[config.mk]
export PLATFORM = sky130hd
export DESIGN_NAME = uart_transmitter
export DESIGN_NICKNAME = d
export VERILOG_FILES = /design/src/rtl/uart_transmitter.sv
export SDC_FILE = /design/constraint.sdc
export NUM_CORES = 1
export LEC_CHECK = 0
export CAP_MARGIN = 20
export CELL_PAD_IN_SITES_DETAIL_PLACEMENT = 0
export CELL_PAD_IN_SITES_GLOBAL_PLACEMENT = 2
export CORE_MARGIN = 2
export CORE_UTILIZATION = 35
export DETAILED_ROUTE_END_ITERATION = 10
export PLACE_DENSITY = 0.88
export SLEW_MARGIN = 5
export SYNTH_ARGS = -nofsm -noshare
export SYNTH_HDL_FRONTEND = slang
export SYNTH_SLANG_ARGS = --single-unit
[constraint.sdc]
create_clock -name clock -period 3.9 [get_ports clock]
set_input_delay 0.975 -clock clock [delete_from_list [all_inputs] [get_ports clock]]
set_output_delay 0.975 -clock clock [all_outputs]
set_load 0.02 [all_outputs]
[src/rtl/uart_transmitter.sv]
// uart_transmitter: 8E1/8O1 serial transmitter.
// Frame: start(0), 8 data bits LSB first, parity, stop(1), each one bit period long.
// One bit period is OVERSAMPLE baud ticks, and one baud tick is a divider
// chosen by baud_select (50 MHz clock). baud_select is captured with each
// accepted write, so a change during a frame only affects the next frame.
module uart_transmitter #(
  parameter int OVERSAMPLE = 16,
  parameter bit PARITY_ODD = 1'b0
) (
  input  logic       clock,
  input  logic       reset,
  input  logic [2:0] baud_select,
  input  logic       Tx_EN,
  input  logic       Tx_WR,
  input  logic [7:0] Tx_DATA,
  output logic       TxD,
  output logic       Tx_BUSY
);

  typedef enum logic [2:0] {
    S_IDLE,
    S_START,
    S_DATA,
    S_PARITY,
    S_STOP
  } state_t;

  localparam logic [3:0] TICK_LAST = 4'(OVERSAMPLE - 1);

  state_t      r_state;
  logic [7:0]  r_data;
  logic [2:0]  r_sel;
  logic        r_parity;
  logic [13:0] r_baud_cnt;
  logic [3:0]  r_tick_cnt;
  logic [2:0]  r_bit_idx;

  logic [13:0] w_div_last;
  logic        w_tick;
  logic        w_bit_end;

  // Terminal count of the baud divider for the baud code captured at acceptance.
  // NOTE: the default assignment first keeps this block free of inferred latches.
  always_comb begin
    w_div_last = 14'd26;
    case (r_sel)
      3'b000:  w_div_last = 14'd10416;
      3'b001:  w_div_last = 14'd2603;
      3'b010:  w_div_last = 14'd650;
      3'b011:  w_div_last = 14'd325;
      3'b100:  w_div_last = 14'd162;
      3'b101:  w_div_last = 14'd80;
      3'b110:  w_div_last = 14'd53;
      default: w_div_last = 14'd26;
    endcase
  end

  assign w_tick    = (r_baud_cnt == w_div_last);
  assign w_bit_end = w_tick && (r_tick_cnt == TICK_LAST);

  // Frame sequencer: baud/tick counters, state, and the registered line outputs.
  // NOTE: every sequential assignment is non-blocking so all flops update together.
  always_ff @(posedge clock) begin
    if (reset) begin
      // NOTE: r_data, r_sel and r_parity are not reset; they are always
      // reloaded by an accepted write before anything reads them.
      r_state    <= S_IDLE;
      TxD        <= 1'b1;
      Tx_BUSY    <= 1'b0;
      r_baud_cnt <= '0;
      r_tick_cnt <= '0;
      r_bit_idx  <= '0;
    end else begin
      if (r_state != S_IDLE) begin
        if (w_tick) begin
          r_baud_cnt <= '0;
          r_tick_cnt <= w_bit_end ? 4'd0 : r_tick_cnt + 4'd1;
        end else begin
          r_baud_cnt <= r_baud_cnt + 14'd1;
        end
      end

      case (r_state)
        S_IDLE: begin
          TxD     <= 1'b1;
          Tx_BUSY <= 1'b0;
          if (Tx_WR && Tx_EN) begin
            r_data     <= Tx_DATA;
            r_sel      <= baud_select;
            r_parity   <= (^Tx_DATA) ^ PARITY_ODD;
            r_baud_cnt <= '0;
            r_tick_cnt <= '0;
            r_bit_idx  <= '0;
            TxD        <= 1'b0;
            Tx_BUSY    <= 1'b1;
            r_state    <= S_START;
          end
        end
        S_START: begin
          if (w_bit_end) begin
            r_bit_idx <= '0;
            TxD       <= r_data[0];
            r_state   <= S_DATA;
          end
        end
        S_DATA: begin
          if (w_bit_end) begin
            if (r_bit_idx == 3'd7) begin
              TxD     <= r_parity;
              r_state <= S_PARITY;
            end else begin
              r_bit_idx <= r_bit_idx + 3'd1;
              TxD       <= r_data[r_bit_idx + 3'd1];
            end
          end
        end
        S_PARITY: begin
          if (w_bit_end) begin
            TxD     <= 1'b1;
            r_state <= S_STOP;
          end
        end
        S_STOP: begin
          if (w_bit_end) begin
            TxD     <= 1'b1;
            Tx_BUSY <= 1'b0;
            r_state <= S_IDLE;
          end
        end
        default: begin
          TxD     <= 1'b1;
          Tx_BUSY <= 1'b0;
          r_state <= S_IDLE;
        end
      endcase
    end
  end

endmodule
# --- Word-level counts from Yosys, hierarchy flattened ---
# Cells that the tools add are included.
totals:
  ff_bits: 38
  out_inout_bits: 2
classes:
  addsub: 3
  magnitude_cmp: 1
  eq_ne: 21
  n_mux: 32
  bitwise: 2
  n_reduce_logical: 14
ops:
  columns: ["op", "n"]
  rows:
  - ["one-hot mux 14 bit (7 select lines)", 1]
  - ["2-to-1 mux 14 bit", 4]
  - ["2-to-1 mux 3 bit", 9]
  - ["2-to-1 mux 4 bit", 5]
  - ["equality test 3 bit, second input constant", 5]
  - ["one-hot mux 3 bit (5 select lines)", 1]
  - ["adder 14 x 1 -> 14 bit, second input constant", 1]
  - ["equality test 14 bit", 1]
  - ["inequality test 2 bit, second input constant", 7]
  - ["equality test 3 x 2 -> 1 bit, second input constant", 4]
  - ["one-hot mux 3 bit (3 select lines)", 1]
  - ["2-to-1 mux 1 bit", 8]
  - ["parity 8 bit", 1]
  - ["equality test 3 x 1 -> 1 bit, second input constant", 2]
  - ["zero test 3 bit", 2]
  - ["AND reduction 3 bit", 2]
  - ["AND reduction 6 bit", 1]
  - ["nonzero test 3 bit", 2]
  - ["AND reduction 5 bit", 1]
  - ["adder 4 x 1 -> 4 bit, second input constant", 1]
  - ["equality test 4 bit, second input constant", 1]
  - ["< comparator 3 x 4 -> 1 bit, second input constant", 1]
  - ["one-hot mux 1 bit (4 select lines)", 1]
  - ["adder 3 x 1 -> 3 bit, second input constant", 1]
  - ["other kinds (8)", 10]

# --- Logic depth before layout (Yosys ltp) ---
depth:
  depth_word: 9
  depth_mapped: 10
  ltp_nobuf: 7

# --- Worst setup path before layout ---
# Ideal clock, no wire load.
synth_path:
  path_type: "input-to-reg"
  from: "input port reset"
  to: "register r_data[0], enable pin"
  t_arrival_ps: 2100
  t_required_ps: 3504
  slack_ps: 1404
  path_stages: 2
  n_path_buf: 1
  cell_sequence: "buf_1 -> nor3_1"
synth_between:
  elab_chain_cells: 2
synth_lines:
  columns: ["item", "line_no", "rtl"]
  rows:
  - ["from (decl)", "11", "input logic reset,"]
  - ["NOT 1 bit (no source line)", null, null]
  - ["AND reduction 3 bit (no source line)", null, null]
  - ["to (signal assigned)", "88", "r_data <= Tx_DATA;"]
  - ["to (decl)", "31", "logic [7:0] r_data;"]
# Every way passes these cells.
# A chain may end at the register's enable or synchronous reset.

# --- Worst setup path in the final report ---
layout_path:
  from: "register r_sel[2]"
  to: "register r_bit_idx[1]"
layout_between:
  elab_chain_cells: 6
  word_cells_on_any_way: 13
  cone_classes: "eq/ne: 9; mux: 1; reduce/logical: 3"
layout_lines:
  columns: ["item", "line_no", "rtl"]
  rows:
  - ["from (decl)", "32", "logic [2:0] r_sel;"]
  - ["from (signal assigned)", "89", "r_sel <= baud_select;"]
  - ["equality test 3 bit, or another cell as far along", "46", "case (r_sel)"]
  - ["one-hot mux 14 bit (7 select lines) *", "46", null]
  - ["equality test 14 bit *", "58", "assign w_tick = (r_baud_cnt == w_div_last);"]
  - ["logical AND 1 bit *", "59", "assign w_bit_end = w_tick && (r_tick_cnt == TICK_LAST);"]
  - ["inequality test 2 bit (no source line)", null, null]
  - ["AND reduction 5 bit (no source line) *", null, null]
  - ["to (signal assigned)", "112", "r_bit_idx <= r_bit_idx + 3'd1;"]
  - ["to (decl)", "36", "logic [2:0] r_bit_idx;"]
# Every way passes the cells marked *; elsewhere a longest branch is shown, timed or not.

==> flow_summary.yaml <==
synthesis:
  synth_async_sr_flop_share_pct: 0
  synth_area_per_cell_sq_um: 8.62
  synth_cell_types: 56
  ys.flop_type: "dfxtp_1"
  synth-seq-area-share_pct: 37.4
  synth_fp_nets: 292
  ys_seq_elements: 38
  synthCells: 273
  netlist_top_cells_area: "dfxtp_1 22%, edfxtp_1 15%, xnor2_1 6.0%, nor2_1 4.6%, nand2_1 4.3%"
  yosys.area.top_type_share_pct: 22.1
  synth_top_area_cell: "dfxtp_1"
  syn_area_sq_um: 2350
  synth_edf_count: 12
  yosys_warnings: 0
final_layout:
  syn_to_final_growth_pct: 13.0
  multi_input_area_sq_um: 1360
  antenna_cells: 0
  final_cell_area_sq_um: 2660
  nNetsFinal: 298
  drive_above_1_share_pct: 7.50
  fillCellCount: 657
  seq_area_sq_um: 881
clock_tree:
  cts_root_buf: "clkbuf_8"
  insertion_delay_ns: 0.30
  cts_tree: "built"
  cts.clk_slew.worst_paths_ns: 0.08
  clock_sinks: 38
  cts_resized: 0
  cts_hold_buf: 0
  htreeDepth: 2
  cts_buffers: 5
  cts_setup_buffers: 0
  clock_path_buffers: 2
routing:
  avgViaCountPerCell: 5.45
  remaining_drc_errors: 0
  drt_wl_total_mm: 5.00
  wl_per_cell_um: 14.0
  vias: 1945
  dr.pass1.iters: 4
  ant_nets: 0
  drtIter0Drc: 76
timing:
  finalMaxSlewViolations: 0
  setup_violations: 0
  fmax_mhz: 345
  final-hold-violation-count: 0
  tns_ns: 0
  period_minus_slack_ns: 2.89
  tightest_slew_ns: 0.767
  relSlewSlack_pct: 48.9
  period_share_pct: 74.2
  rsz0062_at_grt: "false"
  fin_skew_ns: 0.0131
place:
  place_area_sq_um: 2540
  port_buffers: 16
  gp_congestion: 0.787
  dp_hpwl_mm: 3.63
setup_path:
  cp.required_ns: 4.08
  cp_cell_sequence: "nand2b_1 -> or4_1 -> o31ai_1 -> o311ai_1 -> nand2b_4 -> or4_4 -> mux2i_1"
  crit_start: "r_sel[2]"
  endpoint_kind: "flop"
  cpMaxStageDelayCell: "edfxtp_1"
  rr_startpoint: "r_sel[2]"
  cpPeakStageDelay_ns: 0.71
  critPathMaxFanout: 23
  crit_type: "flop to flop"
  crit_path_start_kind: "flop"
  cp_data_arrival_time_ns: 3.08
hold_path:
  hold_path.class: "flop to flop"
  hp-start: "r_bit_idx[2]"
global_route:
  track_usage_pct: 14.7
  grt_max_degree: 25
  antenna_found_initial: 0
  grt-ovfl-total: 0
  grt_first_pass_wirelength_mm: 8.63
  first_global_vias: 1780
floorplanning:
  dieHeight_um: 86.0
  die_area_sq_um: 7390
  start_util_pct: 36.6
  die_x_um: 86.0
  rows: 29
  io_pins: 17
  coreArea_sq_um: 6420
run_status:
  outcome: "complete, no violations"
power_and_ir_drop:
  p_leak_nw: 0.921
  ir_worst_vdd_mv: 0.163
  powerDensity_nw_per_um2: 356
  power_uw: 945
run:
  max-cap-violations: 0
[per-layer routing]
layer	routed length [um]	GRT usage (%)	up-vias
met2	2250	23.5	24
met4	74	5.05	0
li1	-	-	995
met1	2570	19.7	920
met3	108	3.18	6
met5	0	0	-
[worst max-delay path: cells and delay by family (launching register included)]
kind            cells  cell delay (ns)
mux                 1             0.13
flops               1             0.71
compound gates      2             0.32
simple gates        4             1.63
[sequential cells by signal, indices dropped and copies added, names as in the netlist]
signal      flops
Tx_BUSY         1
r_state         3
r_parity        1
r_sel           3
r_baud_cnt     14
r_tick_cnt      4
r_data          8
r_bit_idx       3
TxD             1
[cell usage after synthesis (6+ instances only)]
cell	count
inv_1	7
buf_2	6
a21oi_1	14
dfxtp_1	26
nand3_1	7
a31oi_1	6
nor3_1	12
nor2_1	29
o21ai_0	9
nand2_1	27
mux2i_1	8
xnor2_1	16
edfxtp_1	12
nand2b_1	6
clkbuf_1	11
xor2_1	8
[worst paths after layout]
path | end | slack (ns) | cells after the start
max | r_bit_idx[1] | 1.01 | 7
min | r_bit_idx[2] | 0.47 | 2
max reg2reg | r_bit_idx[1] | 1.01 | 7
min reg2reg | r_bit_idx[2] | 0.47 | 2
[per-stage QoR]
stage / worst slack (ns) / hold slack (ns) / std cells / utilization, %
after global routing: 0.796 / 0.501 / 357 / 41.4
after global placement: 1.03 / 0.467 / 349 / 39.6
after CTS: 0.993 / 0.476 / 357 / 41.4
final: 1.01 / 0.472 / 357 / 41.4
after detailed placement: 0.967 / 0.465 / 349 / 39.6
after floorplan: 1.40 / 0.442 / 273 / -
[area by class of cell]
cell class                      count  share of cell area (%)
Clock buffer                        7                    3.25
Clock inverter                      1                    1.13
Inverter                            7                   0.989
Multi-Input combinational cell    209                    51.3
Sequential cell                    38                    33.1
Tap cell                           77                    3.63
Timing Repair Buffer               18                    6.59
[layout by cell type, fill, tap and decap left out, types with 3 or more instances in the layout]
| master | netlist | layout |
|---|---|---|
| nor2_1 | 29 | 29 |
| nand2_1 | 27 | 27 |
| dfxtp_1 | 26 | 26 |
| xnor2_1 | 16 | 16 |
| clkdlybuf4s50_1 | 0 | 16 |
| a21oi_1 | 14 | 14 |
| nor3_1 | 12 | 12 |
| edfxtp_1 | 12 | 12 |
| o21ai_0 | 9 | 9 |
| xor2_1 | 8 | 8 |
| mux2i_1 | 8 | 8 |
| inv_1 | 7 | 7 |
| nand3_1 | 7 | 7 |
| a31oi_1 | 6 | 6 |
| nand2b_1 | 6 | 6 |
| clkbuf_8 | 0 | 6 |
| nand4_1 | 5 | 5 |
| or3_1 | 4 | 4 |
| and3_1 | 4 | 4 |
| o22ai_1 | 4 | 4 |
| ha_1 | 4 | 4 |
| nor4b_1 | 3 | 3 |
[power breakdown]
group          switching [mW]  internal [mW]  total [mW]
registers              0.0256          0.424       0.449
logic                  0.0730         0.0683       0.141
clock network           0.146          0.209       0.355
[cells by family (layout without fill, tap and decap cells)]
family | after synthesis | count (layout) | share of synthesized area, %
buffers and inverters | 26 | 33 | 4.63
xor gates and xnor gates | 24 | 24 | 8.94
muxes | 12 | 12 | 6.28
DFF | 38 | 38 | 37.4
adders and majority gates | 4 | 4 | 2.13
and+or+nand+nor | 116 | 116 | 25.5
AOI/OAI and AO/OA | 53 | 53 | 15.1
Note: power is estimated with default switching activity, not from simulation.
